**src/rtl/lcd_cmd_seq.sv**
```systemverilog
// LCD command sequencer: on start, fetches a 4-bit command script from a synchronous
// ROM and issues each command to the image controller under its busy handshake.
module lcd_cmd_seq #(
  parameter int CROM_AW = 6,
  parameter int CMD_W   = 4,
  parameter int CNT_W   = 7
) (
  input  logic               clk,
  input  logic               reset,
  input  logic               start,
  input  logic [CMD_W-1:0]   CROM_Q,
  output logic               CROM_rd,
  output logic [CROM_AW-1:0] CROM_A,
  input  logic               busy,
  input  logic               done,
  output logic [CMD_W-1:0]   cmd,
  output logic               cmd_valid,
  output logic               seq_busy,
  output logic               seq_done,
  output logic [CNT_W-1:0]   cmd_cnt,
  output logic               err
);

  typedef enum logic [2:0] {
    S_IDLE      = 3'd0,
    S_FETCH     = 3'd1,
    S_LATCH     = 3'd2,
    S_ISSUE     = 3'd3,
    S_WAIT_DONE = 3'd4,
    S_FIN       = 3'd5
  } state_e;

  localparam logic [CROM_AW-1:0] ADDR_LAST = {CROM_AW{1'b1}};
  localparam logic [CNT_W-1:0]   CNT_MAX   = {CNT_W{1'b1}};

  function automatic logic is_illegal(input logic [CMD_W-1:0] code);
    return code >= CMD_W'(12);
  endfunction

  function automatic logic [CNT_W-1:0] sat_inc(input logic [CNT_W-1:0] v);
    return (v == CNT_MAX) ? v : v + CNT_W'(1);
  endfunction

  state_e               state_q, state_d;
  logic [CROM_AW-1:0]   addr_q, addr_d;
  logic [CMD_W-1:0]     cmd_r_q, cmd_r_d;
  logic [CNT_W-1:0]     cnt_q, cnt_d;
  logic                 err_q, err_d;
  logic                 force_term_q, force_term_d;
  logic [CMD_W-1:0]     cmd_out_q, cmd_out_d;
  logic                 crom_rd_q, crom_rd_d;
  logic [CROM_AW-1:0]   crom_a_q, crom_a_d;
  logic                 seq_busy_q, seq_busy_d;
  logic                 seq_done_q, seq_done_d;

  // State and datapath registers; reset aborts any run in progress.
  always_ff @(posedge clk or negedge reset) begin
    if (!reset) begin
      state_q      <= S_IDLE;
      addr_q       <= '0;
      cmd_r_q      <= '0;
      cnt_q        <= '0;
      err_q        <= 1'b0;
      force_term_q <= 1'b0;
      cmd_out_q    <= '0;
      crom_rd_q    <= 1'b0;
      crom_a_q     <= '0;
      seq_busy_q   <= 1'b0;
      seq_done_q   <= 1'b0;
    end else begin
      state_q      <= state_d;
      addr_q       <= addr_d;
      cmd_r_q      <= cmd_r_d;
      cnt_q        <= cnt_d;
      err_q        <= err_d;
      force_term_q <= force_term_d;
      cmd_out_q    <= cmd_out_d;
      crom_rd_q    <= crom_rd_d;
      crom_a_q     <= crom_a_d;
      seq_busy_q   <= seq_busy_d;
      seq_done_q   <= seq_done_d;
    end
  end

  // Next-state and datapath update rules.
  always_comb begin
    state_d      = state_q;
    addr_d       = addr_q;
    cmd_r_d      = cmd_r_q;
    cnt_d        = cnt_q;
    err_d        = err_q;
    force_term_d = force_term_q;
    case (state_q)
      S_IDLE: begin
        if (start) begin
          addr_d       = '0;
          cnt_d        = '0;
          err_d        = 1'b0;
          force_term_d = 1'b0;
          state_d      = S_FETCH;
        end else begin
          state_d = S_IDLE;
        end
      end
      S_FETCH: state_d = S_LATCH;
      S_LATCH: begin
        cmd_r_d = CROM_Q;
        if (is_illegal(CROM_Q)) begin
          err_d = 1'b1;
          if (addr_q != ADDR_LAST) begin
            addr_d  = addr_q + CROM_AW'(1);
            state_d = S_FETCH;
          end else begin
            cmd_r_d      = '0;
            force_term_d = 1'b1;
            state_d      = S_ISSUE;
          end
        end else begin
          state_d = S_ISSUE;
        end
      end
      S_ISSUE: begin
        if (!busy) begin
          cnt_d = sat_inc(cnt_q);
          if (cmd_r_q == '0) begin
            state_d = S_WAIT_DONE;
          end else if (addr_q != ADDR_LAST) begin
            addr_d  = addr_q + CROM_AW'(1);
            state_d = S_FETCH;
          end else begin
            // Script ran off the end without a terminator: issue a forced 0 next.
            err_d        = 1'b1;
            cmd_r_d      = '0;
            force_term_d = 1'b1;
            state_d      = S_ISSUE;
          end
        end else begin
          state_d = S_ISSUE;
        end
      end
      S_WAIT_DONE: begin
        if (done) begin
          state_d = S_FIN;
        end else begin
          state_d = S_WAIT_DONE;
        end
      end
      S_FIN:   state_d = S_FIN;
      default: state_d = S_IDLE;
    endcase
  end

  // Output decode: strobe is combinational, everything else is registered from next state.
  always_comb begin
    cmd_valid  = (state_q == S_ISSUE) && !busy;
    crom_rd_d  = (state_d == S_FETCH);
    crom_a_d   = (state_d == S_FETCH) ? addr_d : crom_a_q;
    cmd_out_d  = (state_d == S_ISSUE) ? cmd_r_d : cmd_out_q;
    seq_busy_d = (state_d != S_IDLE) && (state_d != S_FIN);
    seq_done_d = (state_d == S_FIN);
  end

  assign CROM_rd  = crom_rd_q;
  assign CROM_A   = crom_a_q;
  assign cmd      = cmd_out_q;
  assign seq_busy = seq_busy_q;
  assign seq_done = seq_done_q;
  assign cmd_cnt  = cnt_q;
  assign err      = err_q;

endmodule

```
**config.mk**
```make
export PLATFORM = sky130hd
export DESIGN_NAME = lcd_cmd_seq
export DESIGN_NICKNAME = d
export VERILOG_FILES = /design/src/rtl/lcd_cmd_seq.sv
export SDC_FILE = /design/constraint.sdc
export NUM_CORES = 1
export LEC_CHECK = 0
export ABC_AREA = 1
export BUFFER_PORTS_ARGS = -buffer_cell sky130_fd_sc_hd__buf_2
export CAP_MARGIN = 10
export CORE_MARGIN = 2
export CORE_UTILIZATION = 59
export CTS_CLUSTER_DIAMETER = 150
export DETAILED_ROUTE_END_ITERATION = 7
export HOLD_SLACK_MARGIN = 0.08
export PLACE_DENSITY_LB_ADDON = 0.2
export SETUP_SLACK_MARGIN = 0.5
export SYNTH_ARGS = -nofsm -noshare
export SYNTH_HDL_FRONTEND = slang
export SYNTH_SLANG_ARGS = --single-unit
```
**constraint.sdc**
```tcl
create_clock -name clk -period 4 [get_ports clk]
set_input_delay 0.2 -clock clk [delete_from_list [all_inputs] [get_ports clk]]
set_output_delay 0.2 -clock clk [all_outputs]
set_load 0.02 [all_outputs]
```
==> results of run 1 <==
power groups by stage:
stage / registers (mW) / logic [mW] / clock network [mW]
6_report: 0.521 / 0.742 / 0.166
5_1_grt: 0.535 / 0.845 / 0.189
4_1_cts: 0.521 / 0.745 / 0.173
3_5_place_dp: 0.526 / 0.745 / 0
3_3_place_gp: 0.526 / 0.727 / 0
2_1_floorplan: 0.587 / 0.509 / 0
worst max path at each step:
stage | slack (ns) | cells after the start | to
3_3_place_gp | 2.31 | 7 | addr_q[0]
2_1_floorplan | 2.46 | 9 | cmd_cnt[2]
3_5_place_dp | 2.30 | 7 | addr_q[0]
4_1_cts | 2.17 | 6 | cmd_valid
6_report | 2.18 | 6 | cmd_valid
5_1_grt | 2.01 | 6 | cmd_valid
Yosys cell counts:
library cell   n
nand3b_1       3
o21ai_0       11
a21oi_1        3
and2_1         1
nor2_4         4
nor3_1         2
nand2_1       90
o21ai_2        1
nand4_1        2
o21bai_1       1
nand2_4        1
buf_4          1
nand3_1       20
nor2_1        15
xnor2_1        2
dfrtp_1       34
nand2_2        4
o21ai_1        2
buf_6          1
inv_1         19
xor2_1         1
inv_2          4
or2_1          1
ha_1           2
nand3_2        7
logic make-up after synthesis:
family / count (synthesis)
AO/OA/AOI/OAI: 18
flip-flops: 34
buffers and inverters: 25
XOR/XNOR: 3
AND/OR/NAND/NOR: 150
adder cells (fa/ha/maj): 2
metrics by stage:
stage               area, um2  setup WS, ns  hold slack [ns]  power (mW)
floorplan                1810          2.46          -0.0956        1.10
global placement         1980          2.31            0.295        1.25
detailed placement       1980          2.30            0.300        1.27
CTS                      2030          2.17            0.107        1.44
global route             2030          2.01            0.131        1.57
finish                   2030          2.18            0.116        1.43
per-layer routing:
layer / vias to the layer above / global-route usage [%]
met5: - / 0
met4: 0 / 8.44
met3: 6 / 6.11
met2: 32 / 35.9
met1: 742 / 29.4
li1: 811 / -
cell usage in the layout (no fill, tap or decap), types with 5 or more instances in the layout:
| cell | instances |
|---|---|
| buf_2 | 30 |
| nor2_1 | 15 |
| clkbuf_4 | 5 |
| dfrtp_1 | 34 |
| inv_1 | 19 |
| o21ai_0 | 11 |
| nand3_1 | 20 |
| nand3_2 | 7 |
| nand2_1 | 90 |
final cells by class:
type | count | area, um2 | share of cell area (%)
timing repair buffer | 31 | 160 | 7.87
sequential | 34 | 851 | 41.8
multi-input combinational | 173 | 851 | 41.8
clock buffer | 7 | 45.0 | 2.21
inverter | 23 | 86.3 | 4.24
tap | 33 | 41.3 | 2.03
sequential cells by signal, indices dropped and copies added, names as in the netlist:
signal and count:
cmd_cnt 7, seq_done 1, addr_q 6, cmd_r_q 4
CROM_rd 1, state_q 3, seq_busy 1, cmd 4
CROM_A 6, err 1
worst max-delay path, stage by stage (launching register included):
cell and delay (ns):
dfrtp_1 0.39, inv_2 0.11, nand2_4 0.09, nor2_4 0.28, inv_1 0.15, nor2_1 0.11
buf_2 0.17
what timing repair did:
action / in CTS / in global routing
hold buffers: 1 / 0
buffers inserted: 0 / 0
hold endpoints to repair: 34 / 0
==> results.yml, run 1 <==
run_status:
  status: "completed"
worst_setup_path:
  path_max_fanout: 14
  reg2reg_from: "addr_q[0]"
  setup.worst_path.end_class: "output port"
  cp.required_ns: 3.80
  cp-startpoint: "state_q[2]"
  r2r_cells: 7
  critical_path_arrival_ns: 1.62
  rrSetupSlack_ns: 2.26
  r2r_end: "addr_q[0]"
  path_class: "reg -> out"
  critPathLaunchType: "flop"
floorplan:
  coreArea_um2: 2980
  die_y_um: 59.3
  dieArea_um2: 3520
  boundaryPins: 31
  die_w_um: 59.3
  initial_core_util_pct: 60.7
  num_rows: 20
logic_synthesis:
  synthCells: 232
  syn_nets: 243
  synthAdderAreaFrac_pct: 1.39
  synth_compound_area_share_pct: 5.33
  synth_top_family_by_area: "simple AND/OR/NAND/NOR gates"
  synth_top_area_cell: "dfrtp_1"
  synth_cell_types: 25
  synth_mux_area_share_pct: 0
  synthTopCellsByArea: "dfrtp_1 47%, nand2_1 19%, nand3_1 5.5%"
  syn-cell-area_um2: 1810
  yosysSeqAreaShare_pct: 47.1
  synth.avg_cell_area_um2: 7.79
  synthSimpleGateAreaFrac_pct: 38.9
  synth-seq-cells: 34
  synth_top_area_share_pct: 47.1
  yosys_warnings: 0
  yosys.area_share.xor_xnor_pct: 1.45
drt:
  viasPerCell: 5.29
  drtIter0Drc: 72
  antenna_left: 0
  top_layer: "met4"
  num_vias: 1591
  wl_per_cell_um: 11.5
  routed_wirelength_um: 3460
  wl_met1_um: 1620
  wl_met3_um: 160
  wl_met2_um: 1640
  post-route-drc-count: 0
  drtPass1Iterations: 4
sta:
  setup_violations: 0
  fmax_mhz: 550
  hold_violations: 0
  drv_slew: 0
  worst_slew_pin_slew_ns: 0.723
  period_needed_ns: 1.82
  maxSlewHeadroom_pct: 51.8
  finalCritPeriodShare_pct: 45.5
  tns_ns: 0
  clock_skew_ns: 0.00468
  rsz0062_at_grt: "no"
placement:
  portBuffers: 30
  dp.final_hpwl_um: 2630
  place.gp.congestion: 0.903
  place_inst: 293
power_and_ir_drop:
  power.switching_mw: 0.687
  ir_worst_vdd_mv: 0.400
  seqPwrFrac_pct: 36.4
  p_leak_nw: 1.14
  p_clk_share_pct: 11.6
  intPower_mw: 0.743
  power_frac_comb_pct: 51.9
  powerDensity_nw_per_um2: 703
  p_sw_share_pct: 48.1
min_path:
  min_path_type: "in -> reg"
  min_to: "seq_done"
  hp-start: "done"
  hold-path-cell-count: 3
clock_tree:
  cts_inserted_buffers: 5
  clk-insertion-delay-late_ns: 0.32
  cts.path.max_buffers: 2
  post_cts_resized: 0
  clock_sinks: 34
  cts.htree.levels: 2
  cts_tree: "yes"
  clk_pin_slew_worst_paths_ns: 0.09
  cts-root-buf: "clkbuf_4"
layout:
  final_util_pct: 68.3
  drive_gt1_share_pct: 20.9
  layout.nets: 279
  areaGrowthSynthToFinish_pct: 12.6
  final_cells: 301
  nFillCells: 265
  antenna_cells: 0
global_routing:
  antenna_found_initial: 0
  grt_pass1_vias: 1406
  grt_first_pass_wirelength_um: 5950
  grt_max_degree: 35
  grt_use_total_pct: 22.6
  grt-ovfl-total: 0
run:
  drv_cap: 0
Power figures use the tool's default switching activity.
==> run 2: changes to the inputs <==
--- a/config.mk
+++ b/config.mk
@@ -9,7 +9,7 @@
 export BUFFER_PORTS_ARGS = -buffer_cell sky130_fd_sc_hd__buf_2
 export CAP_MARGIN = 10
 export CORE_MARGIN = 2
-export CORE_UTILIZATION = 59
+export CORE_UTILIZATION = 55
 export CTS_CLUSTER_DIAMETER = 150
 export DETAILED_ROUTE_END_ITERATION = 7
 export HOLD_SLACK_MARGIN = 0.08
==> constraint.sdc (replaced) <==
create_clock -name clk -period 1.8 [get_ports clk]
set_input_delay 0.09 -clock clk [delete_from_list [all_inputs] [get_ports clk]]
set_output_delay 0.09 -clock clk [all_outputs]
set_load 0.02 [all_outputs]
==> run 2 against run 1 <==
First-iteration DRC count grew 110%. Die area increased by 6.8%. Clock skew increased by 0.015 ns. Final area is 33% higher. Clock power grew to 2.7 times the previous value. Sequential power up 140%. Largest cell class is now multi-input combinational cells.
==> results.yml, run 2 (synthesized netlist as in run 1, its figures left out) <==
floorplan:
  dieArea_um2: 3760
  initial_core_util_pct: 58.7
  coreArea_um2: 3080
  die_y_um: 61.3
  boundaryPins: 31
  die_w_um: 61.3
  num_rows: 20
drt:
  viasPerCell: 5.99
  wl_per_cell_um: 19.0
  drtPass1Iterations: 5
  drtIter0Drc: 154
  num_vias: 2071
  antenna_left: 0
  routed_wirelength_um: 6570
  post-route-drc-count: 0
worst_setup_path:
  r2r_end: "cmd[0]"
  critical_path_arrival_ns: 1.87
  path_class: "reg -> reg"
  crit_buf_inv: 1
  reg2reg_from: "addr_q[0]"
  crit_family: "simple AND/OR/NAND/NOR gates"
  setup.worst_path.end: "cmd[0]"
  cp.required_ns: 2.04
  cp.depth: 10
  cp_common_cell: "nand2_1"
  critPathLaunchType: "flop"
  setup.worst_path.end_class: "flop"
  crit_chain: "ha_4, nand3_4, nor2_4, inv_2, nand2_2, nand3_4, nand2_1, nand2_1, nand2_1, nand2_1"
  crit_path_max_incr_delay_ns: 0.43
  path_max_fanout: 6
  rrSetupSlack_ns: 0.17
  cp-startpoint: "addr_q[0]"
  critPathSlowestCell: "dfrtp_1"
  r2r_cells: 10
clock_tree:
  cts_tree: "yes"
  cts_inserted_buffers: 5
  cts.htree.levels: 2
  clk_pin_slew_worst_paths_ns: 0.11
  clock_sinks: 34
  cts-root-buf: "clkbuf_4"
  cts.path.max_buffers: 2
  clk-insertion-delay-late_ns: 0.35
run_status:
  status: "completed"
placement:
  place.gp.congestion: 0.784
  portBuffers: 30
  dp.final_hpwl_um: 2670
sta:
  tns_ns: 0
  period_needed_ns: 1.63
  fmax_mhz: 613
  setup_violations: 0
  maxSlewHeadroom_pct: 50.3
  worst_slew_pin_slew_ns: 0.746
  finalCritPeriodShare_pct: 90.7
  clock_skew_ns: 0.0197
  rsz0062_at_grt: "yes"
  drv_slew: 0
  hold_violations: 0
  timing.hold.ws_ns: 0.118
global_routing:
  grt_pass1_vias: 1736
  antenna_found_initial: 0
  grt-ovfl-total: 0
  grt_first_pass_wirelength_um: 7700
  grt_max_degree: 35
  grt_use_total_pct: 28.4
layout:
  layout_common_cells: "59 x nand2_1, 31 x dfrtp_1, 29 x buf_2, 23 x nand2_2, 23 x buf_4"
  final_common_cell: "nand2_1"
  largest_register_ffs: 7
  antenna_cells: 0
  drive_gt1_share_pct: 48.7
  layout.nets: 313
  areaGrowthSynthToFinish_pct: 49.7
run:
  drv_cap: 0
power_and_ir_drop:
  p_leak_nw: 1.40
  powerDensity_nw_per_um2: 1740
  ir_worst_vdd_mv: 1.30
min_path:
  min_path_type: "in -> reg"
## run 2: cell count changes in the layout (fill, tap and decap cells not counted), sizes merged
cell         change
buf             +28
dlygate4sd3      +5
nand2            +1
## run 2: power by group
part	total (mW)	switching [mW]	leakage (nW)	internal, mW
Combinational	3.02	1.93	0.922	1.10
Sequential	1.23	0.220	0.445	1.01
Clock	0.445	0.261	0.0314	0.184
Total	4.70	2.41	1.40	2.29
## run 2: final cells by class
type | instances | area, um2
multi-input combinational | 174 | 1190
fill | 150 | 374
timing repair buffer | 64 | 454
inverter | 23 | 96.3
clock buffer | 7 | 55.1
tap | 44 | 55.1
sequential | 34 | 855
## run 2: worst min-delay path: stages
cell and delay [ns]:
buf_2 0.09, nand4_1 0.11, nand3_1 0.15
## run 2: per-layer routing
metal / share of wire, % / vias to the layer above / wire length (um) / global-route usage [%]
met1: 37 / 1003 / 2410 / 33.9
met5: 0 / - / 0 / 0
met3: 7.7 / 48 / 505 / 6.30
met4: 4.9 / 0 / 325 / 11.8
met2: 51 / 139 / 3330 / 49.4
li1: - / 881 / - / -
## run 2: worst min path at each step
stage	from	end	slack, ns	cells past startpoint
2_1_floorplan	reset	CROM_A[0]	-0.21	0
3_3_place_gp	reset	seq_busy	0.19	1
3_5_place_dp	reset	seq_busy	0.19	1
4_1_cts	start	state_q[0]	0.09	3
5_1_grt	start	state_q[0]	0.11	3
6_report	start	state_q[0]	0.12	3
## run 2: through the flow
step | total power [mW] | util (%) | setup WS, ns | cells | instance area (um2)
final | 4.70 | 87.8 | 0.167 | 346 | 2700
after global routing | 4.90 | 87.8 | 0.113 | 346 | 2700
after CTS | 3.86 | 79.2 | 0.276 | 337 | 2440
after detailed placement | 2.87 | 66.1 | 0.183 | 305 | 2030
after global placement | 2.85 | 66.1 | 0.190 | 305 | 2030
after floorplan | 2.48 | - | 0.368 | 232 | 1840
## run 2: repair_timing
item,CTS,global route
endpoints found under the hold margin,39,0
resized for setup,39,56
pin swaps,22,20
hold buffers,6,0
setup endpoints to repair,31,34
gates cloned,1,0
setup buffers,18,9
==> run 3: changes to the inputs <==
--- a/config.mk
+++ b/config.mk
@@ -9,7 +9,7 @@
 export BUFFER_PORTS_ARGS = -buffer_cell sky130_fd_sc_hd__buf_2
 export CAP_MARGIN = 10
 export CORE_MARGIN = 2
-export CORE_UTILIZATION = 55
+export CORE_UTILIZATION = 59
 export CTS_CLUSTER_DIAMETER = 150
 export DETAILED_ROUTE_END_ITERATION = 7
 export HOLD_SLACK_MARGIN = 0.08
==> constraint.sdc (replaced) <==
create_clock -name clk -period 2.1 [get_ports clk]
set_input_delay 0.105 -clock clk [delete_from_list [all_inputs] [get_ports clk]]
set_output_delay 0.105 -clock clk [all_outputs]
set_load 0.02 [all_outputs]
==> run 3 against run 2 <==
Sequential cell count did not move. Final area is 13% lower. Clock-buffer cell count stayed put. Largest cell class unchanged. Largest power group unchanged.
==> results.yml, run 3 (synthesized netlist as in run 1, its figures left out) <==
run_status:
  status: "completed"
global_routing:
  use_met1_pct: 30.4
  grt_pass1_vias: 1510
  met2_usage_pct: 39.6
  use_met3_pct: 5.02
  grt_max_degree: 35
  grt-busiest-layer: "met2"
  grt-ovfl-total: 0
  grt_use_total_pct: 24.3
  antenna_found_initial: 0
  grt_first_pass_wirelength_um: 6370
floorplan:
  num_rows: 20
  die_y_um: 59.3
  initial_core_util_pct: 60.7
  die_w_um: 59.3
  dieArea_um2: 3520
  boundaryPins: 31
  coreArea_um2: 2980
clock_tree:
  cts.path.max_buffers: 2
  cts_inserted_buffers: 5
  clock_sinks: 34
  cts-root-buf: "clkbuf_4"
  cts_tree: "yes"
  cts.htree.levels: 2
  clk_pin_slew_worst_paths_ns: 0.09
  clk-insertion-delay-late_ns: 0.33
sta:
  worst_slew_pin_slew_ns: 0.725
  drv_slew: 0
  clock_skew_ns: 0.00562
  rsz0062_at_grt: "yes"
  finalCritPeriodShare_pct: 73.4
  setup_violations: 0
  tns_ns: 0
  maxSlewHeadroom_pct: 51.6
  period_needed_ns: 1.54
  timing.hold.ws_ns: 0.142
  hold_violations: 0
  fmax_mhz: 648
drt:
  drtIter0Drc: 59
  wl_per_cell_um: 12.6
  viasPerCell: 5.30
  routed_wirelength_um: 4110
  num_vias: 1734
  post-route-drc-count: 0
  antenna_left: 0
  drtPass1Iterations: 4
layout:
  largest_register_ffs: 7
  layout_common_cells: "86 x nand2_1, 33 x dfrtp_1, 30 x buf_2, 19 x buf_4, 18 x inv_1"
  areaGrowthSynthToFinish_pct: 30.0
  antenna_cells: 0
  drive_gt1_share_pct: 31.6
  final_cells: 327
  layout.nets: 305
  final_common_cell: "nand2_1"
worst_setup_path:
  rrSetupSlack_ns: 0.56
  path_class: "reg -> reg"
  path_max_fanout: 6
  critPathLaunchType: "flop"
  crit_buf_inv: 2
  crit_path_max_incr_delay_ns: 0.42
  critPathSlowestCell: "dfrtp_1"
  cp.required_ns: 2.33
  crit_chain: "ha_4, nand3_4, nor2_4, inv_4, nand2_4, nand3_4, nand2_1, nand2_1, buf_4"
  crit_family: "simple AND/OR/NAND/NOR gates"
  setup.worst_path.end_class: "flop"
  critical_path_arrival_ns: 1.77
power_and_ir_drop:
  powerDensity_nw_per_um2: 1350
  ir_worst_vdd_mv: 0.886
  p_leak_nw: 1.27
placement:
  place.gp.congestion: 0.901
  portBuffers: 30
  place_inst: 293
  dp.final_hpwl_um: 2600
run:
  drv_cap: 0
min_path:
  min_path_type: "in -> reg"
-- run 3: cell types whose count changed in the layout (fill, tap and decap cells not counted), moves of 4 or more --
cell / previous run / this run
nand2_2: 23 / 7
o21ai_2: 6 / 1
nand2_4: 13 / 3
nand2_1: 59 / 86
buf_6: 5 / 1
buf_4: 23 / 19
nand3_4: 7 / 2
inv_1: 13 / 18
o21ai_0: 3 / 10
-- run 3: repair_timing --
action / CTS / global route
cloned: 0 / 1
setup buffers: 8 / 12
hold buffers: 6 / 0
endpoints found under the setup margin: 18 / 22
hold endpoints to repair: 39 / 0
gates resized for setup: 4 / 23
pin swaps: 3 / 9
-- run 3: layout make-up --
cell class,instances,area [um2]
Sequential cell,34,852
Clock buffer,7,45.0
Inverter,23,88.8
Timing Repair Buffer,56,364
Tap cell,33,41.3
Multi-Input combinational cell,174,957
Fill cell,204,629
-- run 3: final timing paths --
kind / from / to / cells past startpoint
min reg2reg: CROM_A[4] / CROM_A[4] / 2
max reg2reg: addr_q[1] / cmd_r_q[0] / 9
min in group asynchronous: reset / cmd_cnt[5] / 2
max in group asynchronous: reset / state_q[1] / 2
max: addr_q[1] / cmd_r_q[0] / 9
min: start / state_q[0] / 3
-- run 3: metrics by stage --
step | util [%] | power, mW | setup slack [ns] | area [um2]
floorplan | - | 2.09 | 0.561 | 1810
global placement | 66.5 | 2.39 | 0.414 | 1980
detailed placement | 66.5 | 2.41 | 0.405 | 1980
CTS | 72.6 | 2.89 | 0.522 | 2160
global route | 78.9 | 3.44 | 0.430 | 2350
finish | 78.9 | 3.18 | 0.558 | 2350
-- run 3: worst register-to-register path, stage by stage, from the launching register on --
cell,delay (ns)
dfrtp_1,0.42
ha_4,0.18
nand3_4,0.08
nor2_4,0.23
inv_4,0.09
nand2_4,0.08
nand3_4,0.08
nand2_1,0.07
nand2_1,0.07
buf_4,0.13
-- run 3: layer usage --
layer	vias up	part of all wire, %
met1	817	44
met3	12	4.0
met4	0	2.3
li1	864	-
met5	-	0
met2	41	49
-- run 3: where the power goes --
group          leakage (nW)  internal, mW  switching, mW  total, mW
Sequential            0.448         0.861          0.150       1.01
Combinational         0.797         0.703           1.14       1.84
Clock                0.0254         0.126          0.200      0.326
